<file path="src/rtl/noc_inject_arbiter.sv">
// noc_inject_arbiter: round-robin arbiter sharing one NoC local injection port
// among NumPorts valid/ready requesters, driving the NoC avail/valid handshake.
// Optional feature macro: NOC_ARB_PACKET_LOCK_EN -- when defined, the grant is
// held until the tail flit of a packet; when undefined, every accepted flit
// ends the grant and arbitration runs per flit.
module noc_inject_arbiter #(
  parameter int unsigned NumPorts  = 4,
  parameter int unsigned DataWidth = 64
) (
  input  logic                          clk,
  input  logic                          rst,
  input  logic [NumPorts*DataWidth-1:0] req_data_i,
  input  logic [NumPorts-1:0]           req_valid_i,
  input  logic [NumPorts-1:0]           req_last_i,
  output logic [NumPorts-1:0]           req_ready_o,
  output logic [DataWidth-1:0]          data_o,
  output logic                          data_valid_o,
  input  logic                          avail_i,
  output logic [NumPorts-1:0]           grant_o
);

  localparam int unsigned PtrWidth = (NumPorts > 1) ? $clog2(NumPorts) : 1;

  typedef enum logic {
    StIdle   = 1'b0,
    StLocked = 1'b1
  } state_e;

  state_e                state_q, state_d;
  logic [PtrWidth-1:0]   owner_q, owner_d;
  logic [PtrWidth-1:0]   rr_ptr_q, rr_ptr_d;
  logic [NumPorts-1:0]   grant_q, grant_d;
  logic                  avail_q;
  logic [DataWidth-1:0]  data_q, data_d;
  logic                  data_valid_q, data_valid_d;

  logic [NumPorts-1:0]   upper_mask;
  logic [NumPorts-1:0]   upper_req;
  logic [PtrWidth-1:0]   winner;
  logic [NumPorts-1:0]   winner_oh;
  logic [DataWidth-1:0]  owner_data;
  logic                  xfer;
  logic                  pkt_end;
  logic [PtrWidth-1:0]   rr_next;

  // Round-robin pick: lowest requester at or above rr_ptr, else lowest overall.
  always_comb begin
    upper_mask = '0;
    for (int i = 0; i < int'(NumPorts); i++) begin
      upper_mask[i] = (int'(rr_ptr_q) <= i);
    end
    upper_req = req_valid_i & upper_mask;
    winner    = '0;
    winner_oh = '0;
    for (int i = int'(NumPorts) - 1; i >= 0; i--) begin
      if (req_valid_i[i]) begin
        winner       = PtrWidth'(i);
        winner_oh    = '0;
        winner_oh[i] = 1'b1;
      end
    end
    for (int i = int'(NumPorts) - 1; i >= 0; i--) begin
      if (upper_req[i]) begin
        winner       = PtrWidth'(i);
        winner_oh    = '0;
        winner_oh[i] = 1'b1;
      end
    end
  end

  // Only the owner may be ready, and only while the registered NoC avail is up.
  assign req_ready_o = ((state_q == StLocked) && avail_q) ? grant_q : '0;
  assign xfer        = |(req_valid_i & req_ready_o);

  // AND-OR mux of the owner's flit, selected by the one-hot grant.
  always_comb begin
    owner_data = '0;
    for (int k = 0; k < int'(NumPorts); k++) begin
      owner_data = owner_data |
                   (req_data_i[k*DataWidth +: DataWidth] & {DataWidth{grant_q[k]}});
    end
  end

`ifdef NOC_ARB_PACKET_LOCK_EN
  // Grant ends only on the accepted tail flit.
  assign pkt_end = xfer && |(req_last_i & grant_q);
`else
  // Every accepted flit ends the grant; the tail flag has no role.
  logic unused_last;
  assign unused_last = ^req_last_i;
  assign pkt_end     = xfer;
`endif

  // Explicit wrap so non-power-of-two port counts return to port 0.
  assign rr_next = (owner_q == PtrWidth'(NumPorts - 1)) ? '0 : owner_q + PtrWidth'(1);

  // Next-state and output-register logic.
  always_comb begin
    state_d      = state_q;
    owner_d      = owner_q;
    rr_ptr_d     = rr_ptr_q;
    grant_d      = grant_q;
    data_d       = data_q;
    data_valid_d = 1'b0;
    if (xfer) begin
      data_valid_d = 1'b1;
      data_d       = owner_data;
    end
    case (state_q)
      StIdle: begin
        if (|req_valid_i) begin
          state_d = StLocked;
          owner_d = winner;
          grant_d = winner_oh;
        end
      end
      StLocked: begin
        if (pkt_end) begin
          state_d  = StIdle;
          grant_d  = '0;
          rr_ptr_d = rr_next;
        end
      end
      default: state_d = StIdle;
    endcase
  end

  // State and output registers with synchronous reset.
  always_ff @(posedge clk) begin
    if (rst) begin
      state_q      <= StIdle;
      owner_q      <= '0;
      rr_ptr_q     <= '0;
      grant_q      <= '0;
      avail_q      <= 1'b0;
      data_q       <= '0;
      data_valid_q <= 1'b0;
    end else begin
      state_q      <= state_d;
      owner_q      <= owner_d;
      rr_ptr_q     <= rr_ptr_d;
      grant_q      <= grant_d;
      avail_q      <= avail_i;
      data_q       <= data_d;
      data_valid_q <= data_valid_d;
    end
  end

  assign data_o       = data_q;
  assign data_valid_o = data_valid_q;
  assign grant_o      = grant_q;

endmodule

</file>
<file path="config.mk">
export PLATFORM = sky130hd
export DESIGN_NAME = noc_inject_arbiter
export DESIGN_NICKNAME = d
export VERILOG_FILES = /design/src/rtl/noc_inject_arbiter.sv
export SDC_FILE = /design/constraint.sdc
export NUM_CORES = 1
export LEC_CHECK = 0
export ABC_CLOCK_PERIOD_IN_PS = 3950
export CAP_MARGIN = 5
export CORE_AREA = 2 2 134 136
export CTS_BUF_LIST = sky130_fd_sc_hd__clkbuf_4 sky130_fd_sc_hd__clkbuf_8
export CTS_CLUSTER_DIAMETER = 200
export DETAILED_ROUTE_END_ITERATION = 7
export DIE_AREA = 0 0 136 138
export PLACE_DENSITY = 0.65
export SLEW_MARGIN = 20
export SYNTH_ARGS = -nofsm -noshare
export SYNTH_HDL_FRONTEND = slang
export SYNTH_SLANG_ARGS = --single-unit
</file>
<file path="constraint.sdc">
create_clock -name clk -period 3.95 [get_ports clk]
set_input_delay 0.5925 -clock clk [delete_from_list [all_inputs] [get_ports clk]]
set_output_delay 0.5925 -clock clk [all_outputs]
set_load 0.01 [all_outputs]
</file>
---- Word-level counts from Yosys, hierarchy flattened ----
Cells that the tools add are included.
word-level totals
  register bits ........................... 75
  latch bits .............................. 0
  bits in writable memories ............... 0
  bits in read-only memories .............. 0
  bits of input ports ..................... 267
  output and inout port bits .............. 73
  logic and storage cells ................. 55
  memories kept ........................... 0
cells by class
  add/subtract/negate cells ............... 1
  multiply operators ...................... 0
  div/mod/pow operators ................... 0
  order comparisons ....................... 3
  equality and inequality tests ........... 3
  shift-type cells ........................ 0
  mux-type cells .......................... 25
  bitwise logic cells ..................... 10
  reduce and logical (&&, ||, !) cells .... 6
operators by type and width
  cell                 number
  $and 64x64->64       4
  $or 64x64->64        3
  $mux 4               11
  $mux 2               9
  $and 4x4->4          2
  $pmux 4 s2           1
  $reduce_or 4->1      2
  $reduce_and 2->1     3
  $le 2x1->1 const B   2
  $mux 1               3
  $add 2x1->2 const B  1
  $eq 2x2->1 const B   1
  $le 2x2->1 const B   1
  $ne 2x1->1 const B   1
  $ne 2x2->1 const B   1
  $pmux 1 s2           1
  $logic_and 1x1->1    1
  $not 1->1            1

---- Longest topological paths before layout ----
Gate-level depths: netlist (run 1).
  depth in word-level cells ............... 10
  gate-level depth with buffers ........... 7
  gate-level depth less buffers ........... 4

---- Worst setup path after synthesis (run 1) ----
Ideal clock, no wire load.
  kind .................................... flip-flop to output port
  start point ............................. reg grant_q[2], in the netlist grant_o[2]
  end point ............................... out req_ready_o[2]
  arrival time ............................ 1120 ps
  data required time ...................... 3357 ps
  slack ................................... 2237 ps
  cell stages (with the launch flop) ...... 4
  buffers on the path ..................... 2
  cell sequence ........................... dfxtp_1 -> buf_2 -> clkbuf_1 -> and3_1
between the ends
  cells in the longest elaborated chain, start to end .. 1
RTL lines
  element                 line  RTL
  from (decl)             32    logic [NumPorts-1:0] grant_q, grant_d;
  from (signal assigned)  142   grant_q <= grant_d;
  $mux 4                  72    assign req_ready_o = ((state_q == StLocked) && avail_q) ? grant_q : '0;
  to (decl)               15    output logic [NumPorts-1:0] req_ready_o,
Every way passes these cells.

---- Worst setup path after layout (run 1) ----
Same ends and word-level chain as after synthesis.

==> impl_metrics.yaml, run 1 <==
floorplan:
  initial_core_util_pct: 23.1
  core-area_um2: 17500
  die_w_um: 136
  die_y_um: 138
  pin_count: 340
  rows: 49
  dieArea_um2: 18800
clocking:
  tritoncts: "yes"
  postCtsSetupBuffers: 0
  hold_buffers: 0
  clk_pin_slew_ns: 0.08
  cts_sinks: 75
  clockBufferDepth: 2
  clk_latency_ns: 0.37
  cts_made_buffers: 9
  htree_levels: 3
  post_cts_resized: 0
  cts-root-buf: "clkbuf_8"
synth:
  async_flop_share_pct: 0
  synth.area.top_cells: "dfxtp_1 37%, a22oi_1 24%, a311oi_2 11%"
  syn_inst: 441
  syn_area_um2: 4040
  yosys.area.top_type: "dfxtp_1"
  synth_most_common_cell: "a22oi_1"
  synth_cell_type_count: 32
  synth.net_count: 709
  synth_top_area_share_pct: 37.1
  syn_avg_cell_area_um2: 9.17
  synthTopCellsByCount: "130 x a22oi_1, 75 x dfxtp_1, 71 x nor2_1"
  synth-seq-area-share_pct: 37.1
  synth_edf_count: 0
  ys.flop_type: "dfxtp_1"
  yosys_warnings: 0
  ys_ff_latch: 75
worst_setup_path:
  path_class: "reg2out"
  timing.rr.start: "grant_o[2]"
  ff2ff_setup_slack_ns: 1.70
  path_max_fanout: 40
  worst-r2r-cell-count: 5
  critPathArrivalTime_ns: 2.09
  startpoint_type: "flop"
  crit_required_ns: 3.36
  endpoint_kind: "output port"
  rr_endpoint: "data_o[40]"
global_route:
  grt_pass1_wl_mm: 27.2
  antenna_found_initial: 0
  grt_usage_pct: 18.5
  overflow: 0
  met2_usage_pct: 31.1
  grt.met3_usage_pct: 5.06
  grt_start_max_net_pins: 72
  grt_pass1_vias: 4950
  grtUsageMet1_pct: 22.2
  grt.busiest_layer: "met2"
detailed_routing:
  drc: 0
  dr.first_iter.drc_count: 254
  post_drt_wl_per_cell_um: 18.5
  first_pass_iters: 5
  routed_wl_mm: 18.1
  ant_nets: 0
  num_vias: 4939
  drt-vias-per-instance: 5.05
sta:
  post-route-min-period_ns: 2.69
  worst_slew_pin_slew_ns: 0.874
  hold_viol: 0
  finalClockSkew_ns: 0.0105
  tns_ns: 0
  maxSlewViolCount: 0
  setup_viol: 0
  max_slew_margin_pct: 41.8
  fmax_mhz: 372
  period_share_pct: 68.0
  rsz0062_at_grt: "false"
layout:
  fillerInstances: 1720
  final_design_area_no_fill_um2: 7800
  nets: 1012
  drive_above_1_share_pct: 8.14
  diodes: 0
  area_growth_pct: 92.9
hold_path:
  min_to: "owner_q[1]"
  hold_start: "owner_q[1]"
  hp-class: "reg2reg"
  hold_depth: 2
power_and_ir_drop:
  vdd_drop_max_uv: 178
  power_density_nw_per_um2: 261
  p_leak_nw: 2.38
placement:
  io_buffers: 335
  gp_congestion: 0.817
  place_hpwl_mm: 12.8
  placedInstanceArea_um2: 7540
job:
  maxCapViolations: 0
outcome:
  status: "finished clean"
==> worst max-delay path by stage <==
stage / start / to / slack [ns] / depth (start not counted)
4_1_cts: grant_o[2] / req_ready_o[2] / 1.23 / 2
2_1_floorplan: grant_o[2] / req_ready_o[2] / 2.24 / 3
6_report: grant_o[2] / req_ready_o[2] / 1.26 / 2
5_1_grt: grant_o[2] / req_ready_o[2] / 1.13 / 2
3_3_place_gp: req_valid_i[3] / data_o[53] / 1.51 / 6
3_5_place_dp: req_valid_i[1] / data_o[45] / 1.46 / 6
==> report_power, final <==
part           switching (mW)  total, mW  internal (mW)
Combinational           0.155      0.461          0.306
Clock                   0.316      0.787          0.471
Sequential             0.0172      0.790          0.773
==> cell families (layout without fill, tap and decap cells) <==
logic type	Yosys count	count (layout)	synth area share, %
AO/OA/AOI/OAI	218	218	46.6
AND/OR/NAND/NOR	94	94	9.75
flip-flops	75	75	37.1
buffers and inverters	53	361	6.22
adder cells (fa/ha/maj)	1	1	0.309
==> worst max-delay path: stages (launching register included) <==
cell and delay, ns:
dfxtp_2 0.91, and3_1 0.27, clkdlybuf4s50_1 0.55
==> cell usage in the layout (no fill, tap or decap) <==
master,count
inv_1,1
buf_4,8
nor3_1,2
nand2_1,7
buf_12,2
a21o_1,3
a32o_1,2
or3_1,1
and3_1,4
dfxtp_2,4
nand3b_1,1
nor2_1,71
clkbuf_8,12
nand2b_1,4
o22ai_1,2
o221ai_1,1
nand3_1,1
ha_1,1
a311oi_2,30
bufinv_16,3
a311oi_1,34
nor2b_1,2
a21boi_0,1
a21oi_4,1
clkdlybuf4s50_1,334
or4b_1,1
o41ai_1,1
a21oi_1,11
o2bb2ai_1,1
dfxtp_1,71
a22oi_1,130
o211ai_1,1
clkinv_2,1
==> state kept, by name, summed over array words and instances, names as in the netlist <==
signal	cells
owner_q	2
grant_o	4
data_valid_o	1
state_q	1
rr_ptr_q	2
data_o	64
avail_q	1
==> through the flow <==
step                      total power, mW  instances  util [%]  hold slack (ns)  setup WS, ns
after CTS                            2.08        978      44.5            0.474          1.23
final                                2.04        978      44.5            0.476          1.26
after global routing                 2.13        978      44.5            0.513          1.13
after floorplan                     0.939        441         -            0.440          2.24
after detailed placement             1.27        962      43.0            0.460          1.46
after global placement               1.27        962      43.0            0.450          1.51
==> cell type report <==
class	count	area (um^2)	area share [%]
Clock buffer	12	165	2.12
Tap cell	229	287	3.67
Timing Repair Buffer	344	3440	44.2
Clock inverter	4	95.1	1.22
Sequential cell	75	1510	19.3
Multi-Input combinational cell	313	2300	29.5
Inverter	1	3.75	0.0481
==> layer usage <==
metal,routed length [um],vias to the layer above
li1,-,2387
met1,7190,2277
met2,8640,242
met3,1740,33
met4,512,0
met5,0,-
Power figures use the tool's default switching activity.
==> inputs of run 2 (changes only) <==
- ABC_CLOCK_PERIOD_IN_PS: 3950 -> 2500
- CORE_AREA: 2 2 134 136 -> 2 2 132 134
- DIE_AREA: 0 0 136 138 -> 0 0 134 136
- PLACE_DENSITY: 0.65 -> 0.66
- clock period: 3.95 -> 2.5 ns (I/O delays scaled with it)
==> run 2 against run 1 <==
  * Clock skew decreased by 0.00097 ns
  * Non-clock buffer count rose by 4
  * Sequential power up 57%
  * Count of clock-buffer cells in the layout did not move
  * Wire length is 1.0% higher
  * Via count rose by 4.0%
  * Global-route usage increased by 0.80 points
==> impl_metrics.yaml, run 2 (synthesized netlist as in run 1, its figures left out) <==
detailed_routing:
  drc: 0
  first_pass_iters: 4
  drt-vias-per-instance: 5.25
  ant_nets: 0
  post_drt_wl_per_cell_um: 18.7
  dr.first_iter.drc_count: 251
  routed_wl_mm: 18.3
  num_vias: 5136
hold_path:
  hp-class: "in2reg"
  min_to: "data_valid_o"
  hold_depth: 2
  hold_start: "rst"
worst_setup_path:
  cp-startpoint: "grant_o[2]"
  max_stage_delay_ns: 0.62
  path_max_fanout: 34
  path_class: "reg2out"
  endpoint_kind: "output port"
  ff2ff_setup_slack_ns: 0.71
  slowest_stage: "clkdlybuf4s50_1"
  worst-r2r-cell-count: 3
  cp_cell_sequence: "buf_4 > clkdlybuf4s50_1"
  crit_required_ns: 2.12
  startpoint_type: "flop"
  timing.rr.start: "grant_o[1]"
  critPathArrivalTime_ns: 1.72
  rr_endpoint: "data_o[33]"
clocking:
  clk_latency_ns: 0.35
  tritoncts: "yes"
  cts_made_buffers: 9
  postCtsSetupBuffers: 0
  clk_pin_slew_ns: 0.08
  clockBufferDepth: 2
  hold_buffers: 0
  htree_levels: 3
  cts_sinks: 75
  cts-root-buf: "clkbuf_8"
  post_cts_resized: 0
placement:
  place_hpwl_mm: 13.7
  gp_congestion: 0.810
  dp_slack_ns: 0.191
  io_buffers: 335
sta:
  hold_ws_ns: 0.471
  setup_viol: 0
  maxSlewViolCount: 0
  tns_ns: 0
  setup_ws_ns: 0.402
  period_share_pct: 83.9
  finalClockSkew_ns: 0.00954
  fmax_mhz: 477
  max_slew_margin_pct: 54.5
  rsz0062_at_grt: "false"
  hold_viol: 0
  post-route-min-period_ns: 2.10
  worst_slew_pin_slew_ns: 0.683
layout:
  fillerInstances: 1576
  largest_reg_flops: 64
  layout_commonest_cell: "clkdlybuf4s50_1"
  drive_above_1_share_pct: 8.63
  diodes: 0
  area_growth_pct: 94.2
  nets: 1016
  final_cell_mix: "334 x clkdlybuf4s50_1, 130 x a22oi_1, 71 x nor2_1, 71 x dfxtp_1, 34 x a311oi_1"
global_route:
  grt_pass1_wl_mm: 28.0
  grt_usage_pct: 19.3
  grt_pass1_vias: 5447
  antenna_found_initial: 0
  overflow: 0
  grt_start_max_net_pins: 67
power_and_ir_drop:
  internal_power_mw: 2.54
  power_density_nw_per_um2: 417
  switchingPower_mw: 0.735
  clkPwrFrac_pct: 39.3
  seqPwrFrac_pct: 38.0
  vdd_drop_max_uv: 317
  power_frac_comb_pct: 22.7
  p_leak_nw: 2.41
  p_sw_share_pct: 22.5
floorplan:
  die_y_um: 136
  die_w_um: 134
  pin_count: 340
  core-area_um2: 16900
  dieArea_um2: 18200
  rows: 48
  initial_core_util_pct: 24.0
outcome:
  status: "finished clean"
job:
  maxCapViolations: 0
[run 2: changes by cell type in the layout (fill, tap and decap cells not counted)]
cell,change
clkinv_2,-1
buf_12,+1
clkbuf_8,-1
buf_4,+3
clkbuf_4,+1
bufinv_16,+1
[run 2: layout make-up]
class | instances | area, um^2 | share of cell area, %
clock inverter | 4 | 120 | 1.53
timing repair buffer | 348 | 3490 | 44.4
inverter | 1 | 3.75 | 0.0478
multi-input combinational | 313 | 2300 | 29.3
sequential | 75 | 1510 | 19.2
clock buffer | 12 | 159 | 2.02
tap | 225 | 282 | 3.58
[run 2: power groups by stage]
stage               sequential (mW)  clock [mW]  combinational, mW
floorplan                      1.27           0              0.209
global placement               1.27           0              0.733
detailed placement             1.27           0              0.742
CTS                            1.24        1.34              0.747
global route                   1.25        1.38              0.795
finish                         1.24        1.29              0.744
[run 2: worst max-delay path: cells and delay by family, from the launching register on]
family                 cells  cell delay, ns
DFF                        1            0.36
buffers and inverters      2            1.00
[run 2: worst max-delay path by stage]
stage	cells past startpoint	to	slack (ns)
floorplan	3	req_ready_o[2]	1.00
global placement	7	data_o[31]	0.31
detailed placement	7	data_o[23]	0.19
CTS	2	grant_o[2]	0.36
global route	2	grant_o[2]	0.32
finish	2	grant_o[2]	0.40
[run 2: routing by layer]
| layer | wire length (um) | vias up | track usage [%] |
|---|---|---|---|
| met3 | 1410 | 29 | 5.33 |
| li1 | - | 2391 | - |
| met5 | 0 | - | 0 |
| met2 | 9150 | 229 | 34.9 |
| met1 | 7360 | 2487 | 22.3 |
| met4 | 367 | 0 | 5.38 |
[run 2: per-stage QoR]
step                power [mW]  utilization, %  instances  instance area (um^2)
floorplan                 1.48               -        441                  4040
global placement          2.00            44.9        962                  7580
detailed placement        2.01            44.9        962                  7580
CTS                       3.33            46.5        978                  7860
global route              3.42            46.5        978                  7860
finish                    3.27            46.5        978                  7860
